===== src/rtl/palette_pkg.sv =====
// Shared types for the sprite palette bank: default channel width, packed colour,
// piece palette ids, init FSM states and the grey-ramp initial value.
package palette_pkg;

    localparam int DEF_COLOR_W = 4;

    typedef struct packed {
        logic [DEF_COLOR_W-1:0] red;
        logic [DEF_COLOR_W-1:0] green;
        logic [DEF_COLOR_W-1:0] blue;
    } rgb_t;

    typedef enum logic [2:0] {
        PAL_WP, PAL_BP, PAL_WN, PAL_BN, PAL_WB, PAL_BB, PAL_WR, PAL_BR
    } piece_pal_e;

    typedef enum logic {
        ST_INIT,
        ST_IDLE
    } state_e;

    // Channel level of entry idx: low color_w bits of the index, zero-extended when narrower.
    function automatic int grey_ramp(input int idx, input int color_w);
        return idx & ((1 << color_w) - 1);
    endfunction

endpackage


===== src/rtl/palette_dpram.sv =====
// Simple dual-port RAM: one write port, one registered read port, read-first on collision.
module palette_dpram #(
    parameter int ADDR_W = 7,
    parameter int DATA_W = 12
) (
    input  logic              clk,
    input  logic              wr_en,
    input  logic [ADDR_W-1:0] wr_addr,
    input  logic [DATA_W-1:0] wr_data,
    input  logic              rd_en,
    input  logic [ADDR_W-1:0] rd_addr,
    output logic [DATA_W-1:0] rd_data
);

    logic [DATA_W-1:0] mem [2**ADDR_W];
    logic [DATA_W-1:0] rd_data_q;

    // NOTE: the array and read register have no reset so they map onto block RAM;
    // the owner fills the contents after reset instead.
    always_ff @(posedge clk) begin
        // NOTE: non-blocking, so a same-address read returns the pre-write contents.
        if (wr_en) mem[wr_addr] <= wr_data;
        if (rd_en) rd_data_q <= mem[rd_addr];
    end

    assign rd_data = rd_data_q;

endmodule


===== src/rtl/sprite_palette_bank.sv =====
// Double-buffered multi-palette colour lookup for the sprite renderer.
// Build macro PALETTE_TRANSPARENCY_EN adds the 'transparent' output (index 0 is the key colour).
module sprite_palette_bank
    import palette_pkg::*;
#(
    parameter int  IDX_W   = 4,
    parameter int  NUM_PAL = 8,
    parameter int  COLOR_W = DEF_COLOR_W,
    localparam int PAL_W   = (NUM_PAL > 1) ? $clog2(NUM_PAL) : 1
) (
    input  logic                 Clk,
    input  logic                 Reset_n,
    input  logic                 frame_start,
    output logic                 busy,
    input  logic                 wr_en,
    input  logic [PAL_W-1:0]     wr_pal,
    input  logic [IDX_W-1:0]     wr_idx,
    input  logic [3*COLOR_W-1:0] wr_rgb,
    input  logic                 commit,
    output logic                 swap_pending,
    input  logic                 rd_en,
    input  logic [PAL_W-1:0]     rd_pal,
    input  logic [IDX_W-1:0]     rd_idx,
    output logic                 rd_valid,
    output logic [COLOR_W-1:0]   red,
    output logic [COLOR_W-1:0]   green,
`ifdef PALETTE_TRANSPARENCY_EN
    output logic                 transparent,
`endif
    output logic [COLOR_W-1:0]   blue
);

    localparam int AW        = PAL_W + IDX_W;
    localparam int DW        = 3 * COLOR_W;
    localparam int INIT_LAST = NUM_PAL * (2**IDX_W) - 1;

    state_e          state_q, state_d;
    logic [AW-1:0]   init_cnt_q, init_cnt_d;
    logic            idle, init_we;
    logic            active_bank_q, active_bank_d, swap_pending_q, swap_pending_d, pend_now;
    logic            wr_ok;
    logic [1:0]      bank_we;
    logic [AW-1:0]   ram_wr_addr;
    logic [DW-1:0]   ram_wr_data;
    logic [COLOR_W-1:0] grey;
    logic [DW-1:0]   bank_rd [2];
    logic            s1_valid_q, s1_valid_d, s1_bank_q, s1_bank_d, s1_oor_q, s1_oor_d;
    logic [AW-1:0]   s1_addr_q, s1_addr_d;
    logic            s2_valid_q, s2_valid_d, s2_bank_q, s2_bank_d, s2_oor_q, s2_oor_d;
    logic [DW-1:0]   rgb_hold_q, rgb_hold_d, rgb_now, rgb_out;

    // Init FSM: state register, next state, outputs.
    always_ff @(posedge Clk or negedge Reset_n) begin
        if (!Reset_n) begin
            state_q    <= ST_INIT;
            init_cnt_q <= '0;
        end else begin
            state_q    <= state_d;
            init_cnt_q <= init_cnt_d;
        end
    end

    // NOTE: every signal gets a default first, so no path through the block infers a latch.
    always_comb begin
        state_d    = state_q;
        init_cnt_d = init_cnt_q;
        if (state_q == ST_INIT) begin
            init_cnt_d = init_cnt_q + 1'b1;
            if (init_cnt_q == AW'(INIT_LAST)) state_d = ST_IDLE;
        end
    end

    always_comb begin
        busy    = (state_q == ST_INIT);
        idle    = (state_q == ST_IDLE);
        init_we = busy;
    end

    // A commit in the frame_start cycle is consumed by that same edge.
    always_comb begin
        pend_now       = swap_pending_q | (commit & idle);
        active_bank_d  = active_bank_q;
        swap_pending_d = pend_now;
        if (frame_start && pend_now) begin
            active_bank_d  = ~active_bank_q;
            swap_pending_d = 1'b0;
        end
    end

    always_comb begin
        grey        = COLOR_W'(grey_ramp(32'(init_cnt_q[IDX_W-1:0]), COLOR_W));
        wr_ok       = idle & wr_en & (32'(wr_pal) < NUM_PAL);
        bank_we[0]  = init_we | (wr_ok & active_bank_q);
        bank_we[1]  = init_we | (wr_ok & ~active_bank_q);
        ram_wr_addr = init_we ? init_cnt_q : {wr_pal, wr_idx};
        ram_wr_data = init_we ? {3{grey}} : wr_rgb;
    end

    // One RAM per bank so the init walk fills both banks in the same cycle.
    for (genvar b = 0; b < 2; b++) begin : g_bank
        palette_dpram #(.ADDR_W(AW), .DATA_W(DW)) u_ram (
            .clk     (Clk),
            .wr_en   (bank_we[b]),
            .wr_addr (ram_wr_addr),
            .wr_data (ram_wr_data),
            .rd_en   (s1_valid_q),
            .rd_addr (s1_addr_q),
            .rd_data (bank_rd[b])
        );
    end

    always_comb begin
        s1_valid_d = idle & rd_en;
        s1_addr_d  = {rd_pal, rd_idx};
        s1_bank_d  = active_bank_q;
        s1_oor_d   = (32'(rd_pal) >= NUM_PAL);
        s2_valid_d = s1_valid_q;
        s2_bank_d  = s1_bank_q;
        s2_oor_d   = s1_oor_q;
        rgb_now    = s2_oor_q ? '0 : bank_rd[s2_bank_q];
        rgb_hold_d = s2_valid_q ? rgb_now : rgb_hold_q;
        rgb_out    = s2_valid_q ? rgb_now : rgb_hold_q;
    end

    always_ff @(posedge Clk or negedge Reset_n) begin
        if (!Reset_n) begin
            active_bank_q  <= 1'b0;
            swap_pending_q <= 1'b0;
            s1_valid_q     <= 1'b0;
            s1_addr_q      <= '0;
            s1_bank_q      <= 1'b0;
            s1_oor_q       <= 1'b0;
            s2_valid_q     <= 1'b0;
            s2_bank_q      <= 1'b0;
            s2_oor_q       <= 1'b0;
            rgb_hold_q     <= '0;
        end else begin
            active_bank_q  <= active_bank_d;
            swap_pending_q <= swap_pending_d;
            s1_valid_q     <= s1_valid_d;
            s1_addr_q      <= s1_addr_d;
            s1_bank_q      <= s1_bank_d;
            s1_oor_q       <= s1_oor_d;
            s2_valid_q     <= s2_valid_d;
            s2_bank_q      <= s2_bank_d;
            s2_oor_q       <= s2_oor_d;
            rgb_hold_q     <= rgb_hold_d;
        end
    end

`ifdef PALETTE_TRANSPARENCY_EN
    logic s1_key_q, s1_key_d, s2_key_q, s2_key_d;

    always_comb begin
        s1_key_d = (rd_idx == '0);
        s2_key_d = s1_key_q;
    end

    always_ff @(posedge Clk or negedge Reset_n) begin
        if (!Reset_n) begin
            s1_key_q <= 1'b0;
            s2_key_q <= 1'b0;
        end else begin
            s1_key_q <= s1_key_d;
            s2_key_q <= s2_key_d;
        end
    end

    assign transparent = s2_valid_q & s2_key_q;
`endif

    assign rd_valid     = s2_valid_q;
    assign swap_pending = swap_pending_q;
    assign red          = rgb_out[3*COLOR_W-1:2*COLOR_W];
    assign green        = rgb_out[2*COLOR_W-1:COLOR_W];
    assign blue         = rgb_out[COLOR_W-1:0];

endmodule


===== config.mk =====
export PLATFORM = sky130hd
export DESIGN_NAME = sprite_palette_bank
export DESIGN_NICKNAME = d
export VERILOG_FILES = /design/src/rtl/palette_pkg.sv /design/src/rtl/palette_dpram.sv /design/src/rtl/sprite_palette_bank.sv
export SDC_FILE = /design/constraint.sdc
export NUM_CORES = 2
export LEC_CHECK = 0
export BUFFER_PORTS_ARGS = -buffer_cell sky130_fd_sc_hd__buf_2
export CAP_MARGIN = 20
export CELL_PAD_IN_SITES_DETAIL_PLACEMENT = 1
export CELL_PAD_IN_SITES_GLOBAL_PLACEMENT = 1
export CORE_MARGIN = 2
export CORE_UTILIZATION = 40
export DETAILED_ROUTE_END_ITERATION = 10
export GPL_ROUTABILITY_DRIVEN = 0
export GPL_TIMING_DRIVEN = 0
export MAX_ROUTING_LAYER = met4
export PLACE_DENSITY = 0.68
export SETUP_SLACK_MARGIN = 0.02
export SLEW_MARGIN = 30
export SYNTH_ARGS = -nofsm -noshare
export SYNTH_HDL_FRONTEND = slang
export SYNTH_HIERARCHICAL = 1
export SYNTH_SLANG_ARGS = --single-unit

===== constraint.sdc =====
create_clock -name Clk -period 4.32 [get_ports Clk]
set_clock_uncertainty 0.15 [all_clocks]
set_input_delay 0.216 -clock Clk [delete_from_list [all_inputs] [get_ports Clk]]
set_output_delay 0.216 -clock Clk [all_outputs]
set_load 0.005 [all_outputs]

# Word level (Yosys, flattened, before mapping)
# Memories as Yosys holds them, arrays and structs flattened. A register that Yosys moved wholly into a read port is not among the register bits.
# Cells that the tools add are included.
[totals]
inputBits = 32
n_memories = 2
register_bits = 33
ramBits = 3072
output_inout_bits = 15
elab_cells = 40
[classes]
mux = 13
n_eq_ne = 1
reduce_logical = 1
bitwise_logic = 11
order_cmp = 1
n_addsub = 1
[mem_list]
columns = ["name", "words", "word_bits", "rd", "rd_ports_with_merged_regs", "wr", "line_no", "source"]
rows = [
  ["g_bank[0].u_ram.mem", 128, 12, 1, 1, 1, "palette_dpram.sv:15", "logic [DATA_W-1:0] mem [2**ADDR_W];"],
  ["g_bank[1].u_ram.mem", 128, 12, 1, 1, 1, "palette_dpram.sv:15", ""],
]
[ops]
columns = ["operator", "count"]
rows = [
  ["12-bit two-way mux", 5],
  ["7-bit by 1-bit adder with 7-bit output, second input constant", 1],
  ["7-bit equality test, second input constant", 1],
  ["1-bit two-way mux", 7],
  ["7-bit two-way mux", 1],
  ["1-bit AND", 5],
  ["1-bit OR", 3],
  ["2-bit >= comparator, second input constant", 1],
  ["1-bit NOT", 2],
  ["1-bit NOT with 2-bit output", 1],
  ["1-bit logical AND", 1],
]

# Depth between registers and ports, before layout
[depth]
ltp_word = 5
ltp_mapped = 9

# By module
# Netlist, hierarchy kept.
[by_module_without_submodules]
columns = ["mod", "n_inst", "cells_per_inst", "seq_area_each_um2", "area_per_inst_um2"]
rows = [
  ["palette_dpram", 2, 2362, 46484.6, 59248.1],
  ["sprite_palette_bank", 1, 141, 825.8, 1450.1],
]

# Worst setup path before layout
# Ideal clock, no wire load.
[synth_path]
path_type = "reg2reg"
start = "register state_q, in the netlist idle"
end = "memory g_bank[0].u_ram.mem[0][1] (data pin)"
setup_slack_ns = -0.402
arrival_ns = 3.751
setup_time_ns = 0.821
path_stages_with_launch = 5
t_required_ns = 3.349
path_cell_list = "dfrtp_1 > buf_4 > inv_2 > nand2_1 > nand2_1"
[synth_between]
elab_chain_cells = 1
[synth_lines]
columns = ["item", "line_no", "source"]
rows = [
  ["start: declaration", "sprite_palette_bank.sv:37", "state_e state_q, state_d;"],
  ["start signal: assignment", "sprite_palette_bank.sv:58", "state_q <= state_d;"],
  ["12-bit two-way mux", "sprite_palette_bank.sv:96", "ram_wr_data = init_we ? {3{grey}} : wr_rgb;"],
  ["via ram_wr_data[1]", "sprite_palette_bank.sv:44", "logic [DW-1:0] ram_wr_data;"],
  ["end: declaration", "palette_dpram.sv:15", ""],
]
# The timed path passes the listed nets, and every way through them passes these cells.

==> results.md <==
- Status: finished with violations
- Violations in the final reports: negative setup slack
- Max Clk Rate: 231 MHz
- List of most frequent post-synthesis cells: edfxtp_1, mux4_2, nor2_1, clkbuf_1, nand2_1
- Post-layout net count: 5391
- Source-to-sink clock delay at the later pin of the worst-skew pair: 0.89 ns
- Starting utilization of the core area: 40.1%
- Routed wire length: 321 mm
- Cell at the root of the clock tree: clkbuf_16
- Layout fillers: 26500
- Detailed-route vias per instance: 5.87
- Global routing met1 resource utilization: 28.7%
- Number of remaining DRC errors: 0
- Synthesis-to-finish area growth: 15.4%
- Critical path capture point: g_bank[1].u_ram/rd_data[1]
- Peak supply drop: 0.335 mV
- Sequential area share after synthesis: 78.2%
- Fraction of final layout cells with drive strength greater than 1: 36.8%
- Global router's overall resource usage: 21.7%
- Maximum net fanout on the critical path: 10
- Num CTS Buffers: 308
- Pin count of the biggest net entering global routing: 105
- Worst-path cell chain: clkbuf_1 > clkbuf_2 > clkdlybuf4s15_2 > mux4_2 > mux4_2 > mux4_2 > mux2_2
- Final max-slew violation count: 0
- Area of the die: 0.304 mm^2
- Post-detailed-placement cell area: 0.128 mm^2
- TritonCTS clock tree: done
- Initial DRT Pass Iterations: 5
- Buffer depth of the longest clock path: 4
- Level count of the clock H-tree: 5
- Reg2Reg Capture Point: g_bank[1].u_ram/rd_data[1]
- Unique masters post-synth: 29
- FF/Latch Area: 0.0938 mm^2
- Residual overflow from global routing: 0
- Most used cell, CP: mux4_2
- Slowest CP cell: mux4_2
- Post-synthesis instance area: 0.120 mm^2
- HP Class: input pin to flip-flop
- Critical path launch point: s1_addr_q[2]
- Worst stage delay on the critical path: 0.60 ns
- Leakage power: 39.4 nW
- Cell count after placement: 8971
- PwrDens: 436 mW/mm^2
- Count of routing violations after the opening detailed-route iteration: 7164
- Count of endpoints failing hold in the final timing report: 0
- GR Layer Usage met2: 34.8%
- RSZ-0062 raised after global routing: true
- Register clock-pin slew on the reported worst setup and hold paths: 0.07 ns
- Number of vias in the routed layout: 56100
- Fraction of post-synthesis cell area in the top cell type by area: 77.5%
- Tightest Pin Transition: 0.979 ns
- Total number of yosys warnings: 6
- Max transition margin: 34.5%
- R2r worst-path depth: 7
- Number of global-route vias before repair: 57300
- Remaining antenna violation count after routing: 0
- Cell row count: 201
- Final std cells w/o fill: 9559
- Cell area after layout: 0.138 mm^2
- Antenna violations before repair: 23
- First-pass GRT wire length: 452 mm
- Number of register bits inferred by synthesis: 3129
- Most used standard cell by instance count after synthesis: edfxtp_1
- Core area: 0.299 mm^2
- Library cell with the largest summed area after synthesis: edfxtp_1
- Die width: 552 um
- Avg Inst Size Synth: 24.7 um^2
- Number of flops mapped to enable cells by yosys: 3096
- Final Cycle Share: 100%
- Register-to-register setup slack: -0.00002 ns
- Total of buffers placed on input and output ports: 46
- Most common flop cell mapped by yosys: edfxtp_1
- Share of flip-flops with an asynchronous set or reset: 1.05%
- CP Capture Type: flip-flop
- Height of the chip: 552 um
- Number of top-level pins: 47
- Reg2Reg Launch Point: s1_addr_q[2]
- Layer with the highest usage: met2
- Critical path arrival: 4.79 ns
- Max-cap violation count: 0
- Required time worst endpoint: 4.79 ns
- Dominant cells by area after synthesis: edfxtp_1, mux4_2, nor2_1, dfrtp_1, clkbuf_1
- Met3 usage in global routing: 3.51%
- Utilization of the core after routing: 46.3%
- Combined area of the multi-input logic cells: 0.0263 mm^2
- Post-synthesis net count: 4898
- Setup-violating endpoint count in the final report: 1
- Clock sinks: 3129
- Gate Count Post-Synth: 4865
- Post-detailed-placement half-perimeter wirelength: 214 mm
- Worst Setup Path Type: flip-flop to flip-flop
- Critical Path Source Type: flip-flop
- Final worst setup slack: -0.0000187 ns
- DR WL/cell: 33.6 um
- Min Clock Period, post-route: 4.32 ns
==> kinds of logic (layout without fill, tap and decap cells) <==
logic type      after synthesis  in the layout  synth area share (%)
flops                      3129           3129                  78.2
mux                        1048           1048                  19.3
simple gates                402            402                  1.39
buf+inv                     264            989                  1.01
compound gates               14             14                0.0584
xor+xnor                      7              7                0.0511
fa+ha+maj                     1              1                0.0104
other cells                   0             11                     0
==> registers in the layout (all words and copies together) (netlist names) <==
| signal | cells |
|---|---|
| g_bank.u_ram/mem | 3072 |
| g_bank.u_ram/rd_data | 24 |
| rgb_hold_q | 12 |
| init_cnt_q | 7 |
| s1_addr_q | 7 |
| active_bank_q | 1 |
| idle | 1 |
| rd_valid | 1 |
| s1_bank_q | 1 |
| s1_valid_q | 1 |
| s2_bank_q | 1 |
| swap_pending | 1 |
==> layout make-up <==
class	count	share of cell area, %
diodes	11	0.0199
plain buffers	262	0.993
clock buffers	382	5.87
clock inverters	160	0.989
inverters	2	0.00542
multi-input cells	1472	19.0
flip-flops and latches	3129	67.7
well taps	3958	3.58
repair buffers	183	1.80
==> worst min-delay path by stage <==
stage                start                     endpoint  slack, ns  cells past startpoint
2_1_floorplan      Reset_n                active_bank_q      -0.23                      0
4_1_cts        frame_start                active_bank_q       0.07                      4
3_3_place_gp       Reset_n                 s1_addr_q[0]       0.15                      1
5_1_grt         wr_rgb[10]  g_bank[1].u_ram/mem[87][10]       0.14                      3
6_report        wr_rgb[10]  g_bank[1].u_ram/mem[87][10]       0.18                      3
3_5_place_dp       Reset_n                 s1_addr_q[0]       0.17                      1
==> metrics by stage <==
stage / total power (W) / setup slack, ns / hold slack (ns) / setup TNS [ns]
final: 0.0604 / -0.0000187 / 0.177 / -0.0000187
after global routing: 0.0618 / -0.0165 / 0.140 / -0.396
after CTS: 0.0608 / -0.168 / 0.0730 / -7.04
after detailed placement: 0.0351 / -0.700 / 0.166 / -331.86
after global placement: 0.0351 / -4.95 / 0.149 / -
after floorplan: 0.0345 / -0.393 / -0.230 / -598.46
==> critical path, delay by kind of cell (launching register included) <==
kind,cells,cell delay (ns)
flip-flops,1,0.53
buffers and inverters,3,1.33
multiplexers,4,2.01
==> metal layers <==
layer	part of all wire (%)	wire, um
met3	8.1	25900
met4	3.6	11400
met1	39	124000
met2	50	160000
met5	0	0
==> where the power goes <==
| part | leakage, nW | internal, W | total [W] | switching [W] |
|---|---|---|---|---|
| clock | 4.63 | 0.0146 | 0.0259 | 0.0113 |
| combinational | 8.41 | 0.000701 | 0.00166 | 0.000964 |
| sequential | 26.3 | 0.0328 | 0.0329 | 0.0000144 |
==> timing repair <==
action                     4_1_cts  5_1_grt
hold buffers                    31        0
resized for setup              122       57
pin swaps                        2        1
buffers inserted                 3        0
setup endpoints to repair     1941     1031
hold endpoints to repair       377        0
==> cell usage in the layout (no fill, tap or decap), types with 5 or more instances in the layout <==
master / count
buf_4: 54
mux2_2: 28
nand3_2: 5
buf_6: 25
nand2_1: 50
clkdlybuf4s15_2: 5
clkinv_1: 81
mux2i_1: 12
nand2_2: 5
nor2_4: 90
clkbuf_4: 7
nor3_2: 15
buf_2: 113
buf_12: 19
nand2_4: 8
nor2_1: 17
clkbuf_2: 69
xnor2_1: 5
nand2_8: 6
buf_1: 14
nand3_1: 21
mux4_2: 1008
dfrtp_1: 30
nand4_1: 7
bufinv_16: 20
diode_2: 11
clkinv_2: 36
a21oi_1: 13
clkbuf_16: 314
clkbuf_1: 131
inv_6: 9
edfxtp_1: 3096
clkinv_8: 6
nor2b_1: 11
dlygate4sd3_1: 30
buf_16: 42
nor2_2: 151
Power figures use the tool's default switching activity.
